## src/rtl/serial_subtractor.sv

```systemverilog
// serial_subtractor: bit-serial a - b - bin over WIDTH cycles, LSB first, valid/ready on both sides
// Ports:
//   clk, rst_n           rising-edge clock, asynchronous active-low reset
//   in_valid/in_ready    operand handshake (a, b, bin sampled on accept)
//   out_valid/out_ready  result handshake (diff, bout, ovf held until accepted)
//   busy                 high while an operation is running or its result is pending
module serial_subtractor #(
   parameter int WIDTH = 8
) (
   input  logic             clk,
   input  logic             rst_n,
   input  logic             in_valid,
   output logic             in_ready,
   input  logic [WIDTH-1:0] a,
   input  logic [WIDTH-1:0] b,
   input  logic             bin,
   output logic             out_valid,
   input  logic             out_ready,
   output logic [WIDTH-1:0] diff,
   output logic             bout,
   output logic             ovf,
   output logic             busy
);
   localparam int CW = $clog2(WIDTH + 1);
   localparam logic [1:0] S_IDLE = 2'd0;
   localparam logic [1:0] S_RUN  = 2'd1;
   localparam logic [1:0] S_DONE = 2'd2;

   logic [1:0]       state_q, state_d;
   logic [WIDTH-1:0] a_q, a_d, b_q, b_d, r_q, r_d;
   logic [CW-1:0]    cnt_q, cnt_d;
   logic             br_q, br_d, bout_q, bout_d, ovf_q, ovf_d;
   logic             x, y, d, br_next, last;

   always_comb begin
      x       = a_q[0];
      y       = b_q[0];
      d       = x ^ y ^ br_q;
      br_next = (~x & y) | (~(x ^ y) & br_q);
      last    = cnt_q == CW'(WIDTH - 1);
      state_d = state_q;
      a_d     = a_q;
      b_d     = b_q;
      r_d     = r_q;
      cnt_d   = cnt_q;
      br_d    = br_q;
      bout_d  = bout_q;
      ovf_d   = ovf_q;
      if (state_q == S_IDLE) begin
         if (in_valid) begin
            a_d     = a;
            b_d     = b;
            br_d    = bin;
            cnt_d   = '0;
            state_d = S_RUN;
         end
      end else if (state_q == S_RUN) begin
         a_d   = a_q >> 1;
         b_d   = b_q >> 1;
         // new difference bit enters at the MSB so bit 0 lands at the LSB after WIDTH shifts
         r_d   = (r_q >> 1) | (WIDTH'(d) << (WIDTH - 1));
         br_d  = br_next;
         cnt_d = cnt_q + CW'(1);
         if (last) begin
            state_d = S_DONE;
            bout_d  = br_next;
            // signed overflow: borrow into the sign bit differs from borrow out of it
            ovf_d   = br_next ^ br_q;
         end
      end else if (out_ready) begin
         state_d = S_IDLE;
      end
   end

   always_ff @(posedge clk or negedge rst_n) begin
      if (!rst_n) begin
         state_q <= S_IDLE;
         a_q     <= '0;
         b_q     <= '0;
         r_q     <= '0;
         cnt_q   <= '0;
         br_q    <= 1'b0;
         bout_q  <= 1'b0;
         ovf_q   <= 1'b0;
      end else begin
         state_q <= state_d;
         a_q     <= a_d;
         b_q     <= b_d;
         r_q     <= r_d;
         cnt_q   <= cnt_d;
         br_q    <= br_d;
         bout_q  <= bout_d;
         ovf_q   <= ovf_d;
      end
   end

   assign in_ready  = state_q == S_IDLE;
   assign out_valid = state_q == S_DONE;
   assign busy      = state_q != S_IDLE;
   assign diff      = r_q;
   assign bout      = bout_q;
   assign ovf       = ovf_q;
endmodule

```

## config.mk

```make
export PLATFORM = sky130hd
export DESIGN_NAME = serial_subtractor
export DESIGN_NICKNAME = d
export VERILOG_FILES = /design/src/rtl/serial_subtractor.sv
export SDC_FILE = /design/constraint.sdc
export NUM_CORES = 1
export LEC_CHECK = 0
export ABC_AREA = 1
export BUFFER_PORTS_ARGS = -buffer_cell sky130_fd_sc_hd__buf_2
export CAP_MARGIN = 20
export CORE_MARGIN = 3
export CORE_UTILIZATION = 45
export CTS_BUF_LIST = sky130_fd_sc_hd__clkbuf_4
export DETAILED_ROUTE_END_ITERATION = 12
export PLACE_DENSITY = 0.68
export RECOVER_POWER = 100
export SETUP_SLACK_MARGIN = 0.5
export SYNTH_ARGS = -nofsm -noshare
export SYNTH_HDL_FRONTEND = slang
export SYNTH_SLANG_ARGS = --single-unit
```

## constraint.sdc

```tcl
create_clock -name clk -period 1.5 [get_ports clk]
set_input_delay 0.075 -clock clk [delete_from_list [all_inputs] [get_ports clk]]
set_output_delay 0.075 -clock clk [all_outputs]
set_load 0.1 [all_outputs]
```

==> results of run 1 <==
==> through the flow <==
step | area (um2) | hold WS [ns] | total power [mW]
floorplan | 1710 | -0.221 | 4.03
global placement | 1880 | 0.123 | 4.35
detailed placement | 1880 | 0.122 | 4.38
CTS | 2380 | 0.00129 | 5.63
global route | 2430 | -0.00144 | 6.12
finish | 2430 | -0.0309 | 5.71
==> power by group through the flow <==
stage | sequential [mW] | clock, mW | combinational (mW)
2_1_floorplan | 2.41 | 0 | 1.63
3_3_place_gp | 1.60 | 0 | 2.75
3_5_place_dp | 1.61 | 0 | 2.77
4_1_cts | 1.62 | 0.518 | 3.49
5_1_grt | 1.64 | 0.559 | 3.92
6_report | 1.59 | 0.518 | 3.60
==> per-layer routing <==
| metal | wire length [um] | up-vias |
|---|---|---|
| li1 | - | 773 |
| met1 | 1860 | 733 |
| met2 | 2070 | 31 |
| met3 | 171 | 9 |
| met4 | 71 | 0 |
| met5 | 0 | - |
==> Yosys cell counts <==
| cell | number | area share (%) |
|---|---|---|
| buf_2 | 3 | 0.92 |
| a21oi_2 | 1 | 0.54 |
| nand3_2 | 1 | 0.62 |
| ha_1 | 1 | 0.77 |
| o21ai_0 | 6 | 1.9 |
| buf_6 | 1 | 0.69 |
| nor2_4 | 1 | 0.69 |
| nand2_1 | 50 | 12 |
| nor2_1 | 20 | 4.6 |
| o21ai_1 | 22 | 6.8 |
| nand3_1 | 20 | 6.2 |
| xor2_1 | 1 | 0.54 |
| nand2_2 | 1 | 0.39 |
| inv_1 | 24 | 5.6 |
| nand2_4 | 3 | 2.1 |
| o21ai_2 | 3 | 1.6 |
| fa_1 | 1 | 1.2 |
| buf_4 | 4 | 1.9 |
| inv_2 | 1 | 0.23 |
| dfrtp_1 | 33 | 51 |
| inv_4 | 1 | 0.39 |
==> kinds of logic after synthesis <==
group	after synthesis	synth area share, %
flip-flops	33	50.9
buffers and inverters	34	9.64
AND/OR/NAND/NOR	96	26.1
AO/OA/AOI/OAI	32	10.8
adder cells (fa/ha/maj)	2	2.00
XOR/XNOR	1	0.540
==> state kept, by name, indices dropped and copies added, names as in the netlist <==
signal	count
br_q	1
a_q	8
b_q	8
ovf	1
bout	1
state_q	2
cnt_q	4
diff	8
==> critical path, delay by kind of cell, from the launching register on <==
kind | cells | cell delay, ns
buffers and inverters | 2 | 0.32
DFF | 1 | 0.53
and+or+nand+nor | 1 | 0.12
==> path summary, 6_finish.rpt <==
kind | cells after the start | endpoint | startpoint | slack (ns)
max in group asynchronous | 3 | diff[4] | rst_n | 0.51
hold / removal | 3 | b_q[2] | b[2] | -0.03
min in group asynchronous | 3 | cnt_q[3] | rst_n | 0.41
setup reg to reg | 5 | b_q[2] | state_q[1] | 0.11
setup / recovery | 3 | out_valid | state_q[1] | 0.10
hold reg to reg | 2 | ovf | ovf | 0.51
==> final cells by class <==
cell class / count / share of cell area (%)
clock buffers: 7 / 2.16
repair buffers: 68 / 21.5
inverters: 26 / 4.43
clock inverters: 1 / 0.155
well taps: 46 / 2.37
flip-flops and latches: 33 / 34.6
multi-input cells: 134 / 34.8
==> repair_timing <==
item,CTS,global route
hold buffers,14,0
hold endpoints to repair,46,0
pin swaps,2,11
buffers inserted,10,5
gates cloned,3,2
endpoints found under the setup margin,46,46
resized for setup,50,41
==> results by stage, run 1 <==
Clock tree:
- Clock tree synthesis found a total of 33 sinks.
- Counting the buffers created by CTS gives 5.
- The later pin in the worst-skew pair is clocked with a latency of 0.35 ns.
- The CTS root buffer is clkbuf_4.
- After clock tree synthesis, the clock-pin slew on the worst setup and hold paths is 0.09 ns.
- The clock tree buffer depth is 2.
- The H-tree depth is 2.
- The CTS tree is built.

Layout:
- In the layout the commonest cells are 47 x nand2_1, 24 x inv_1, 22 x dfrtp_1.
- Counting the fill cells in the layout gives 246.
- The area overhead of the layout relative to synthesis is 49.7%.
- The number of antenna diodes in the final layout is 0.
- Cells with a size suffix above 1 make up 40.1% of the layout.
- The final-stage net count is 291.
- The multi-input logic area is 845 um2.
- The most common cell after layout, fill and taps aside is nand2_1.
- The utilization after layout is between 70% and 80%.
- The count of placed standard cells in the final layout, fillers left out is about 320.
- Across the whole layout, storage elements account for 840 um2.

Power:
- The worst vdd rail ir drop is 1030 uV.
- Combinational cells account for ~63% of the total power.
- In this run the power density over the cells is ~2400 mW/mm2.
- In this run switching power makes up 53.1% of total power.
- The internal portion of total power is 2.68 mW.
- The static power due to leakage is 1.18 nW.
- Per report_power, the sequential group accounts for 27.9% of the total.
- The analysis attributes to net switching a power of 3.03 mW.
- In this run, the clock network consumes a little under a tenth of the power.

STA:
- The ratio of final minimum period to clock period is between 90 and 100%.
- Setup repair after global routing could not meet its margin everywhere.
- In the post-route analysis, the smallest setup slack over all paths is 0.105 ns.
- For the pin with the worst max-slew slack, the measured transition is 0.813 ns.
- The worst hold-check slack is -0.0309 ns.
- The max-slew violation count was 0.
- The maximum achievable frequency is a little over 0.7 GHz.
- The final clock skew is 0.0103 ns.
- After layout, the minimum clock period comes to 1.40 ns.
- The worst pin sits at a relative slew slack of 45.8%.
- The sum of negative setup slack is 0 ns.
- Setup violations remaining at the end of the flow were counted as 0.
- The count of endpoints failing hold in the final timing report is 2.

Floorplanning:
- The floorplan step set the die height to around 66 um.
- The initialized floorplan defines 21 standard-cell rows.
- The die covers roughly 0.0044 mm2.
- From left edge to right edge, the die measures 66.1 um.
- The initial utilization of the core area, before any placement, comes to 47.5%.
- The placeable core region is approximately 0.0034 mm2.
- The number of top-level pins is 34.

Drt:
- The total wire length is 4170 um.
- The count of nets left with antenna violations once routing finished came out at 0.
- The number of vias after detailed routing is 1546.
- The count of routing violations after the opening detailed-route iteration is 112.
- The remaining routing DRC violations is 0.
- In the routed layout, each cell is associated on average with a via count of 4.91.
- After detailed routing, the average wire length per cell comes to 13.2 um.
- The detailed-router iteration count before antenna repair is 4.

Placed design:
- The final weighted congestion in routability-driven placement is 0.783.
- Port buffering added 33 buffers.
- Summed over all nets, the half-perimeter wirelength after detailed placement is 2130 um.
- At the placement stage, the worst setup path has a slack of roughly 0.27 ns.
- In this run, placement finished with an instance count of 273.

Critical path:
- The largest individual stage delay along the critical path comes from the cell dfrtp_1.
- STA puts the critical path data required time at about 1.4 ns.
- The category of the worst setup path capture point is a primary output.
- Of all nets on the critical path, the largest fanout is 6.
- The signal on the critical path passes through inv_8 -> nor2_4 -> buf_6.
- Data arrives at the worst endpoint at 1.32 ns.
- In this design, the stage delay of the slowest critical-path cell is 0.53 ns.
- The startpoint class of the critical path is a register.
- The kind of critical path is register to primary output.

Flow run:
- Across the run, the number of max-cap violations was 0.

GRT:
- The via count of the first global-routing pass came to 1425.
- The number of antenna violations at the first check in global routing is 0.
- Global routing used 5.10% of the available met3 tracks.
- For met2 alone, demand over resource in global routing was between 30 and 40%.
- The overall track demand over capacity in global routing is 19.4%.
- The met1 demand-to-capacity share in global routing is 23.7%.
- The global-route wire length before repair is around 6300 um.
- The pin count of the biggest net entering global routing is 34.
- The total overflow left after global routing is 0.
- The most utilized layer in the global route result is met2.

Synthesis:
- The number of nets in the synthesized netlist is approximately 220.
- The synthesized instance count is between 150 and 200.
- The synthesized area per cell is 8.20 um2.
- The number of flip-flops and latches in the synthesized netlist is 33.
- The sequential fraction of the synthesis area is 50.9%.
- The total of warnings raised by yosys is 0.
- After synthesis, the netlist uses 21 different library cells.
- Summing every instance area after synthesis gives 0.00162 mm2.

Min path:
- The worst hold path belongs to the class input pin to register.

Outcome:
- The final reports fail on hold timing.
- The flow ran to the end, but the final reports show violations.
Power figures use the tool's default switching activity.
==> run 2, diff against run 1 <==
==> constraint.sdc (replaced) <==
create_clock -name clk -period 1.5 [get_ports clk]
set_input_delay 0.075 -clock clk [delete_from_list [all_inputs] [get_ports clk]]
set_output_delay 0.075 -clock clk [all_outputs]
set_load 0.005 [all_outputs]
==> results by stage, run 2 (synthesized netlist as in run 1, its figures left out) <==
Critical path:
- The required time at the endpoint of the critical path came to 1.76 ns (was 1.42 ns).
- The number of cell instances on the worst register-to-register path is 6 (was 5).
- The reg-to-reg startpoint is state_q[0] (was state_q[1]).
- The kind of critical path is register to register (was register to primary output).
- The category of the worst setup path capture point is a register (was primary output).
- The worst setup path startpoint was state_q[0] (was state_q[1]).
- The capturing point of the worst reg2reg path is cnt_q[0] (was b_q[2]).
- The setup slack of the most critical reg-to-reg path is 0.18 ns (was 0.11 ns).
- The worst-path maximum fanout is 5 (was 6).
- The critical path data arrival time is 1.58 ns (was 1.32 ns).
- The startpoint class of the critical path was a register (unchanged).

Drt:
- The total wire length is 5120 um (was 4170 um).
- The mean routed wirelength per cell is 15.7 um (was 13.2 um).
- The ratio of routed vias to standard cells is 5.09 (was 4.91).
- The count of routing violations after the opening detailed-route iteration is 100 (was 112).
- The remaining routing DRC violations is 0 (unchanged).
- The post-detailed-route count of antenna-violating nets came to 0 (unchanged).
- The detailed-router iteration count before antenna repair is 7 (was 4).
- The number of vias after detailed routing is 1666 (was 1546).

Floorplanning:
- The die extent in x was 66.1 um (unchanged).
- The number of top-level pins is 34 (unchanged).
- The number of placement rows was 21 (unchanged).
- The vertical die dimension is 66.1 um (unchanged).
- The floorplan die area is 0.00436 mm2 (unchanged).
- The placeable core region is 0.00342 mm2 (unchanged).
- The effective utilization at floorplan is 47.5% (unchanged).

STA:
- The worst hold-check slack was 0.0556 ns (was -0.0309 ns).
- The final setup violation count came to 0 (unchanged).
- The transition time at the pin with the least slew margin came to 0.818 ns (was 0.813 ns).
- Setup repair after global routing missed its margin: true (unchanged).
- The relative slew slack is 45.4% (was 45.8%).
- The count of endpoints failing hold in the final timing report is 0 (was 2).
- The sum of negative setup slack is 0 ns (unchanged).
- The minimum clock period is 1.32 ns (was 1.40 ns).
- The maximum achievable frequency came to 0.758 GHz (was 0.717 GHz).
- The final clock skew came to 0.0119 ns (was 0.0103 ns).
- The ratio of final minimum period to clock period was 88.0% (was 93.0%).
- The max-slew violation count was 0 (unchanged).

Clock tree:
- The number of buffers created by CTS is 5 (unchanged).
- The clock edge transition at the registers on the reported setup and hold paths is 0.11 ns (was 0.09 ns).
- The source-to-sink clock delay at the later pin of the worst-skew pair was 0.34 ns (was 0.35 ns).
- The CTS root buffer is clkbuf_4 (unchanged).
- The clock tree buffer depth is 2 (unchanged).
- The H-tree depth was 2 (unchanged).
- The CTS tree is built (unchanged).
- The number of sinks handled by clock tree synthesis is 33 (unchanged).

Layout:
- The final-stage net count is 303 (was 291).
- The number of antenna repair diodes is 0 (unchanged).
- The most common cell after layout, fill and taps aside is nand2_1 (unchanged).
- Highest-count cells in the layout ignoring fill and taps: 43 x nand2_1, 31 x dfrtp_1, 26 x buf_2 (was 47 x nand2_1, 24 x inv_1, 22 x dfrtp_1).
- The count of placed standard cells in the final layout, fillers left out came to 327 (was 315).
- The proportion of layout cells with a drive suffix above 1 is 40.9% (was 40.1%).
- The cell area after layout came to 0.00265 mm2 (was 0.00243 mm2).
- The layout filler cell count is 228 (was 246).
- The area overhead of the layout relative to synthesis is 63.2% (was 49.7%).

GRT:
- The total congestion overflow after global routing came to 0 (unchanged).
- The pin count of the biggest net entering global routing is 34 (unchanged).
- The overall track demand over capacity in global routing is 20.7% (was 19.4%).
- The via count of the first global-routing pass is 1530 (was 1425).
- The global-route wire length before repair is 6940 um (was 6340 um).
- The number of antenna violations at the first check in global routing is 0 (unchanged).

Outcome:
- Outcome: finished, final reports clean (was finished with violations).

Min path:
- The classification of the worst-slack hold path is input pin to register (unchanged).
- The startpoint of the tightest hold check path is a[6] (was b[2]).
- The sink of the worst hold path is a_q[6] (was b_q[2]).
- The worst hold path depth came to 3 (unchanged).

Power:
- The power density over the cells is 1950 mW/mm2 (was 2350 mW/mm2).
- The worst vdd rail ir drop is 1090 uV (was 1030 uV).
- The overall power of the completed layout is 5.16 mW (was 5.71 mW).
- The static power due to leakage is 1.30 nW (was 1.18 nW).

Placed design:
- The detailed placer's ending HPWL came to 2130 um (about the same).
- The final weighted congestion in routability-driven placement is 0.772 (was 0.783).
- The number of instances in the placed design is 272 (was 273).
- The port buffer count was 33 (unchanged).
- The post-detailed-placement cell area is 0.00184 mm2 (was 0.00188 mm2).

Flow run:
- The max-cap check violation count came to 0 (unchanged).
## run 2: metrics by stage
stage                     setup WS, ns  utilization, %
after floorplan                  0.386               -
after CTS                        0.286            67.4
final                            0.180            77.5
after global placement           0.255            53.9
after global routing            0.0986            77.5
after detailed placement         0.227            53.9
## run 2: how the worst max path moves through the flow
stage	to	slack (ns)	cells past startpoint
floorplan	ovf	0.39	3
global route	cnt_q[2]	0.1	6
detailed placement	b_q[2]	0.23	5
global placement	a_q[5]	0.26	5
CTS	out_valid	0.29	3
finish	cnt_q[0]	0.18	6
## run 2: critical path, stage by stage, from the launching register on
cell     delay [ns]
dfrtp_1        0.48
inv_4          0.09
buf_6          0.13
nor2_4         0.17
buf_6          0.13
nor2_2         0.04
a21oi_2        0.18
## run 2: layer usage
layer	vias up	global-route usage (%)	share of wire [%]
li1	793	-	-
met1	813	26.1	41
met2	51	34.8	52
met3	9	4.08	4.9
met4	0	8.38	1.8
met5	-	0	0
## run 2: where the power goes
| part | total [mW] | switching, mW | internal [mW] |
|---|---|---|---|
| Sequential | 1.65 | 0.355 | 1.30 |
| Combinational | 2.84 | 1.58 | 1.26 |
| Clock | 0.669 | 0.304 | 0.365 |
| Total | 5.16 | 2.24 | 2.92 |
## run 2: cell type report
class | count | area, um2 | area share [%]
clock buffer | 6 | 45.0 | 1.70
clock inverter | 2 | 33.8 | 1.28
inverter | 26 | 105 | 3.97
multi-input combinational | 135 | 922 | 34.8
sequential | 33 | 828 | 31.3
tap | 46 | 57.6 | 2.17
timing repair buffer | 79 | 657 | 24.8
## run 2: repair_timing
item	CTS	global route
gates resized for setup	19	46
cloned	2	3
setup buffers	11	14
endpoints found under the setup margin	32	37
hold endpoints to repair	49	0
pin swaps	9	6
hold buffers	17	0
